--- src/rtl/pipeline_hazard_controller_pkg.sv ---
// pipeline_hazard_controller_pkg: shared FSM state encoding and exception cause codes.
package pipeline_hazard_controller_pkg;
   typedef enum logic [1:0] {
      ST_RUN   = 2'd0,
      ST_DRAIN = 2'd1,
      ST_HALT  = 2'd2
   } state_e;
   typedef enum logic [1:0] {
      EXC_NONE     = 2'b00,
      EXC_INV_OP   = 2'b01,
      EXC_INV_ADDR = 2'b10
   } cause_e;
   localparam logic [1:0] DRAIN_CYCLES = 2'd2;
endpackage

--- src/rtl/pipeline_hazard_controller_hazard_counter.sv ---
// hazard_counter: saturating up-counter with enable; holds at all-ones instead of wrapping.
module hazard_counter #(
   parameter int CNT_W = 32
) (
   input  logic             clk,
   input  logic             rst_n,
   input  logic             en_i,
   output logic [CNT_W-1:0] cnt_o
);
   logic [CNT_W-1:0] cnt_q, cnt_d;
   assign cnt_d = (en_i && cnt_q != '1) ? cnt_q + 1'b1 : cnt_q;
   always_ff @(posedge clk or negedge rst_n) begin
      if (!rst_n) cnt_q <= '0;
      else        cnt_q <= cnt_d;
   end
   assign cnt_o = cnt_q;
endmodule

--- src/rtl/pipeline_hazard_controller.sv ---
// pipeline_hazard_controller: load-use stalls, taken-branch flushes and drain-then-halt on faults
// for a 5-stage pipeline; also keeps exception state and performance counters.
module pipeline_hazard_controller
   import pipeline_hazard_controller_pkg::*;
#(
   parameter int REG_ADDR_W = 5,
   parameter int XLEN       = 64,
   parameter int CNT_W      = 32
) (
   input  logic                  clk,
   input  logic                  rst_n,
   input  logic [REG_ADDR_W-1:0] id_rs1_i,
   input  logic [REG_ADDR_W-1:0] id_rs2_i,
   input  logic                  id_uses_rs1_i,
   input  logic                  id_uses_rs2_i,
   input  logic                  id_inv_op_i,
   input  logic [XLEN-1:0]       id_pc_i,
   input  logic                  id_ex_memread_i,
   input  logic [REG_ADDR_W-1:0] id_ex_rd_i,
   input  logic                  mem_branch_i,
   input  logic                  mem_zero_i,
   input  logic                  mem_inv_addr_i,
   input  logic [XLEN-1:0]       mem_pc_i,
   output logic                  pc_write_o,
   output logic                  pc_src_o,
   output logic                  if_id_write_o,
   output logic                  if_id_flush_o,
   output logic                  id_ex_bubble_o,
   output logic                  ex_mem_flush_o,
   output logic                  mem_kill_o,
   output logic                  halted_o,
   output logic [1:0]            exc_cause_o,
   output logic [XLEN-1:0]       epc_o,
   output logic [CNT_W-1:0]      cycle_cnt_o,
   output logic [CNT_W-1:0]      stall_cnt_o,
   output logic [CNT_W-1:0]      flush_cnt_o
);
   state_e          state_q, state_d;
   cause_e          cause_q, cause_d;
   logic [1:0]      drain_q, drain_d;
   logic [XLEN-1:0] epc_q, epc_d;
   logic            load_use, taken, stall_en, flush_en;

   assign taken    = mem_branch_i && mem_zero_i;
   assign load_use = id_ex_memread_i && id_ex_rd_i != '0 &&
                     ((id_uses_rs1_i && id_rs1_i == id_ex_rd_i) ||
                      (id_uses_rs2_i && id_rs2_i == id_ex_rd_i));

   always_ff @(posedge clk or negedge rst_n) begin
      if (!rst_n) begin
         state_q <= ST_RUN;
         cause_q <= EXC_NONE;
         drain_q <= '0;
         epc_q   <= '0;
      end else begin
         state_q <= state_d;
         cause_q <= cause_d;
         drain_q <= drain_d;
         epc_q   <= epc_d;
      end
   end

   always_comb begin
      state_d = state_q;
      cause_d = cause_q;
      drain_d = drain_q;
      epc_d   = epc_q;
      case (state_q)
         ST_RUN: begin
            if (mem_inv_addr_i) begin
               state_d = ST_HALT;
               cause_d = EXC_INV_ADDR;
               epc_d   = mem_pc_i;
            end else if (!taken && id_inv_op_i) begin
               state_d = ST_DRAIN;
               cause_d = EXC_INV_OP;
               epc_d   = id_pc_i;
               drain_d = DRAIN_CYCLES;
            end
         end
         ST_DRAIN: begin
            if (mem_inv_addr_i) begin
               state_d = ST_HALT;
               cause_d = EXC_INV_ADDR;
               epc_d   = mem_pc_i;
            end else begin
               drain_d = drain_q - 2'd1;
               state_d = (drain_q == 2'd1) ? ST_HALT : ST_DRAIN;
            end
         end
         default: state_d = ST_HALT;
      endcase
   end

   // Defaults are the fully frozen/flushed controls used in reset and HALT.
   always_comb begin
      pc_write_o     = 1'b0;
      pc_src_o       = 1'b0;
      if_id_write_o  = 1'b0;
      if_id_flush_o  = 1'b1;
      id_ex_bubble_o = 1'b1;
      ex_mem_flush_o = 1'b1;
      mem_kill_o     = 1'b0;
      stall_en       = 1'b0;
      flush_en       = 1'b0;
      if (rst_n) begin
         case (state_q)
            ST_RUN: begin
               if (mem_inv_addr_i) begin
                  mem_kill_o = 1'b1;
               end else if (taken) begin
                  pc_src_o      = 1'b1;
                  pc_write_o    = 1'b1;
                  if_id_write_o = 1'b1;
                  flush_en      = 1'b1;
               end else if (id_inv_op_i) begin
                  if_id_write_o  = 1'b1;
                  ex_mem_flush_o = 1'b0;
               end else if (load_use) begin
                  if_id_flush_o  = 1'b0;
                  ex_mem_flush_o = 1'b0;
                  stall_en       = 1'b1;
               end else begin
                  pc_write_o     = 1'b1;
                  if_id_write_o  = 1'b1;
                  if_id_flush_o  = 1'b0;
                  id_ex_bubble_o = 1'b0;
                  ex_mem_flush_o = 1'b0;
               end
            end
            ST_DRAIN: begin
               if (mem_inv_addr_i) begin
                  mem_kill_o = 1'b1;
               end else begin
                  if_id_write_o  = 1'b1;
                  ex_mem_flush_o = 1'b0;
               end
            end
            default: ;
         endcase
      end
   end

   assign halted_o    = (state_q == ST_HALT);
   assign exc_cause_o = cause_q;
   assign epc_o       = epc_q;

   hazard_counter #(.CNT_W(CNT_W)) u_cycle_cnt (.clk(clk), .rst_n(rst_n), .en_i(1'b1),    .cnt_o(cycle_cnt_o));
   hazard_counter #(.CNT_W(CNT_W)) u_stall_cnt (.clk(clk), .rst_n(rst_n), .en_i(stall_en), .cnt_o(stall_cnt_o));
   hazard_counter #(.CNT_W(CNT_W)) u_flush_cnt (.clk(clk), .rst_n(rst_n), .en_i(flush_en), .cnt_o(flush_cnt_o));
endmodule

--- config.mk ---
export PLATFORM = sky130hd
export DESIGN_NAME = pipeline_hazard_controller
export DESIGN_NICKNAME = d
export VERILOG_FILES = /design/src/rtl/pipeline_hazard_controller_pkg.sv /design/src/rtl/pipeline_hazard_controller_hazard_counter.sv /design/src/rtl/pipeline_hazard_controller.sv
export SDC_FILE = /design/constraint.sdc
export NUM_CORES = 1
export LEC_CHECK = 0
export CELL_PAD_IN_SITES_DETAIL_PLACEMENT = 0
export CELL_PAD_IN_SITES_GLOBAL_PLACEMENT = 1
export CORE_MARGIN = 2
export CORE_UTILIZATION = 25
export CTS_BUF_LIST = sky130_fd_sc_hd__clkbuf_8
export DETAILED_ROUTE_END_ITERATION = 6
export PLACE_DENSITY_LB_ADDON = 0.08
export RECOVER_POWER = 25
export SLEW_MARGIN = 40
export SYNTH_ARGS = -nofsm -noshare
export SYNTH_HDL_FRONTEND = slang
export SYNTH_SLANG_ARGS = --single-unit
--- constraint.sdc ---
create_clock -name clk -period 4.66 [get_ports clk]
set_clock_uncertainty 0.2 [all_clocks]
set_input_delay 0.932 -clock clk [delete_from_list [all_inputs] [get_ports clk]]
set_output_delay 0.932 -clock clk [all_outputs]
set_load 0.03 [all_outputs]
==> impl_table.tex <==
\begin{tabular}{lr}
\hline
Metric & Value \\
\hline
\multicolumn{2}{l}{\textbf{Layout}} \\
\quad Number of filler instances in the final layout & 3,327 \\
\quad Share of cells above drive strength 1 & 7.34\% \\
\quad Most common cell after layout, fill and taps aside & clkdlybuf4s50\_1 \\
\quad Signed area change from the synthesized netlist to the final layout & 49.4\% \\
\quad Number of nets in the final layout & 1,235 \\
\quad Count of placed standard cells in the final layout, fillers left out & 1,533 \\
\quad Final std cell area, no fill & 12,500 um\^{}2 \\
\quad Commonest cells after routing, fill and taps aside & clkdlybuf4s50\_1 (318), dfrtp\_1 (166), mux2i\_1 (66), a22oi\_1 (64), xnor2\_1 (63) \\
\multicolumn{2}{l}{\textbf{Synth}} \\
\quad Post-Synthesis Net Count & 916 \\
\quad Share of async-settable or async-resettable flops after synthesis & 100\% \\
\quad Most used flip-flop cell after synthesis & dfrtp\_1 \\
\quad Sequential share of the synthesized area & 49.7\% \\
\quad Post-synthesis cell count & 760 \\
\quad Flip-flop and latch count after synthesis & 166 \\
\quad Warnings from Yosys & 0 \\
\quad Number of enable-type register cells in the synthesized netlist & 0 \\
\quad Post-Syn Area & 8360 um\^{}2 \\
\quad Synth unique cells & 56 \\
\quad Avg Synthesized Cell Area & 11.0 um\^{}2 \\
\multicolumn{2}{l}{\textbf{Clocking}} \\
\quad Skew-Pair Late Insertion Delay & 0.47 ns \\
\quad Clock tree from TritonCTS & done \\
\quad Number of buffers created by CTS & 17 \\
\quad Clk slew on worst S/H paths & 0.09 ns \\
\quad Clock tree root buffer cell & clkbuf\_8 \\
\quad Number of H-tree levels & 4 \\
\quad CTS Buffer Depth & 2 \\
\quad Post-CTS Hold Fix Bufs & 0 \\
\quad CTS Sinks & 166 \\
\quad Post-CTS setup buffer count & 0 \\
\quad Post-cts repair resize count & 0 \\
\multicolumn{2}{l}{\textbf{STA}} \\
\quad Worst rel slew slack & -62.4\% \\
\quad \# setup viols final & 0 \\
\quad Maximum frequency from static timing analysis & 228 MHz \\
\quad Post-route clock period utilization & 94.1\% \\
\quad Count of pins over their slew limit & 137 \\
\quad Setup repair after global routing missed its margin & no \\
\quad Aggregate negative setup slack & 0 ns \\
\quad Actual transition at the worst max-transition pin & 2.44 ns \\
\quad Final Worst Setup Slack & 0.273 ns \\
\quad Min cycle time layout & 4.39 ns \\
\quad Final hold vios & 0 \\
\multicolumn{2}{l}{\textbf{Worst setup path}} \\
\quad Kind of launch point of the worst setup path & input port \\
\quad Crit path max-delay cell type & clkdlybuf4s50\_1 \\
\quad Source of the critical timing path & id\_ex\_rd\_i[1] \\
\quad CP Cell Sequence & clkdlybuf4s50\_1, xor2\_1, nor4\_1, a32oi\_2, nor2\_1, or2\_2, clkdlybuf4s50\_1 \\
\quad Worst path arrival time & 3.26 ns \\
\quad Setup slack of the most critical reg-to-reg path & 1.69 ns \\
\quad Terminus of the critical flop-to-flop path & u\_stall\_cnt.cnt\_o[1] \\
\quad Cell repeated most along the worst path & clkdlybuf4s50\_1 \\
\quad Required time at the worst-slack endpoint & 3.53 ns \\
\quad Buf/Inv on CP & 2 \\
\quad Worst Reg2Reg Path Length in Cells & 5 \\
\quad Type of element capturing the critical path & output pin \\
\quad Critical Setup Path Class & input port to output pin \\
\quad Largest incremental delay on the critical path & 0.66 ns \\
\quad Launch point of the worst reg-to-reg path & state\_q[1] \\
\quad Dominant delay contributor by cell family on the critical path & buffers and inverters \\
\quad Peak fanout along the critical path & 3 \\
\multicolumn{2}{l}{\textbf{Floorplanning}} \\
\quad Initial Util & 25.6\% \\
\quad Die boundary width & 187 um \\
\quad Standard-cell row count & 66 \\
\quad Core Box Area & 32,700 um\^{}2 \\
\quad Floorplan die height & 187 um \\
\quad Die Area & 34,900 um\^{}2 \\
\quad Boundary Pins & 322 \\
\multicolumn{2}{l}{\textbf{Power}} \\
\quad Largest vdd supply drop & 152 uV \\
\quad Power density over cell area & 217 nW/um\^{}2 \\
\quad Standby leakage power & 0.00540 uW \\
\multicolumn{2}{l}{\textbf{Route}} \\
\quad Number of routed nets with antenna violations & 0 \\
\quad Wire length per cell & 19.2 um \\
\quad Via density & 4.66 \\
\quad Final wirelength & 29.5 mm \\
\quad Routed via count & 7,140 \\
\quad Violation count after the first detailed-routing iteration & 418 \\
\quad Post-detailed-route DRC marker count & 0 \\
\quad Detailed-router iteration count before antenna repair & 4 \\
\multicolumn{2}{l}{\textbf{Global route}} \\
\quad Largest net degree at the start of global routing & 67 \\
\quad Total gr overflow & 0 \\
\quad First-pass GRT wire length & 45.1 mm \\
\quad Gr usage total & 16.7\% \\
\quad Via count of the first global-routing pass & 7,158 \\
\quad Antenna violations before repair & 2 \\
\multicolumn{2}{l}{\textbf{Place}} \\
\quad Port-buffer cells & 321 \\
\quad GP Congestion & 0.828 \\
\quad Area after detailed placement & 12,100 um\^{}2 \\
\quad Number of placed instances, taps included & 1,502 \\
\quad Dpl ws & 0.286 ns \\
\quad Estimated wirelength of the detail-placed design & 21.5 mm \\
\multicolumn{2}{l}{\textbf{Min path}} \\
\quad HP Class & input port to asynchronous set/reset pin \\
\multicolumn{2}{l}{\textbf{Status}} \\
\quad Status & finished with violations \\
\quad Violations in the final reports & capacitance limit, slew limit \\
\multicolumn{2}{l}{\textbf{Flow run}} \\
\quad Max-capacitance violation count & 3 \\
\hline
\end{tabular}
## worst max-delay path by stage
| stage | to | depth (start not counted) |
|---|---|---|
| 2_1_floorplan | if_id_write_o | 4 |
| 3_3_place_gp | id_ex_bubble_o | 7 |
| 3_5_place_dp | id_ex_bubble_o | 7 |
| 4_1_cts | id_ex_bubble_o | 7 |
| 5_1_grt | id_ex_bubble_o | 7 |
| 6_report | id_ex_bubble_o | 7 |
## Yosys cell counts (2+ instances only)
library cell	number	area share (%)
buf_6	3	0.40
nor2b_1	2	0.15
or4_1	2	0.18
o21ai_0	27	1.6
nor4_4	3	0.76
nor4b_4	2	0.57
nand3_1	25	1.5
nor4_1	2	0.15
mux2i_1	66	7.9
ha_1	4	0.60
and4_1	11	1.2
dfrtp_1	166	50
a21oi_1	6	0.36
nor4_2	2	0.30
nand3_2	7	0.84
a22oi_1	64	5.7
a31oi_1	2	0.15
nand2_1	46	2.1
clkbuf_1	23	1.0
or2_2	3	0.22
and2_1	3	0.22
nor3_2	6	0.72
xnor2_1	63	6.6
o21ai_1	39	2.3
nor3_1	14	0.84
a211oi_1	3	0.27
xor2_1	36	3.8
nor4b_2	2	0.36
and3_1	17	1.3
mux2_1	2	0.27
nor2_1	30	1.3
buf_2	9	0.54
inv_1	10	0.45
nand4_1	38	2.8
## state kept, by name, summed over array words and instances (netlist names)
name and count:
epc_o 64, u_cycle_cnt.cnt_o 32, u_flush_cnt.cnt_o 32, u_stall_cnt.cnt_o 32, drain_q 2, exc_cause_o 2
state_q 2
## metrics by stage
step,utilization (%),hold slack (ns),power (uW)
floorplan,-,0.257,1500
global placement,36.9,0.272,1680
detailed placement,37.1,0.265,1680
CTS,38.2,0.0462,2770
global route,38.2,0.0347,2850
finish,38.2,0.0880,2710
## worst reg2reg max path: cells and delay by family (launching register included)
kind,cells,cell delay (ns)
buf+inv,1,0.28
flops,1,0.83
mux,1,0.35
simple gates,3,1.19
## cell families after synthesis
| group | count (synthesis) | synth area share, % |
|---|---|---|
| xor+xnor | 100 | 10.6 |
| flops | 166 | 49.7 |
| mux | 69 | 8.30 |
| fa+ha+maj | 4 | 0.598 |
| simple gates | 225 | 16.7 |
| buf+inv | 47 | 2.53 |
| compound gates | 149 | 11.6 |
## power by group
| part | switching (uW) | internal (uW) | leakage (uW) |
|---|---|---|---|
| Clock | 556 | 507 | 0.000191 |
| Combinational | 80.3 | 124 | 0.00327 |
| Sequential | 1.08 | 1440 | 0.00193 |
## layout make-up
class                      count  area (um^2)  area share, %
sequential                   166         4150           33.2
antenna                        1         2.50         0.0200
tap                          442          553           4.43
inverter                      11         42.5          0.341
clock inverter                10          108          0.861
clock buffer                  20          275           2.20
multi-input combinational    547         4010           32.1
timing repair buffer         336         3350           26.8
## layer usage
layer	vias to the layer above	global-route usage, %	wire length [um]
met5	-	0	12
met4	2	3.97	335
met3	16	5.10	1700
met2	216	27.1	14100
met1	3498	21.7	13300
li1	3408	-	-
No activity file was read; power rests on OpenSTA's default activity.
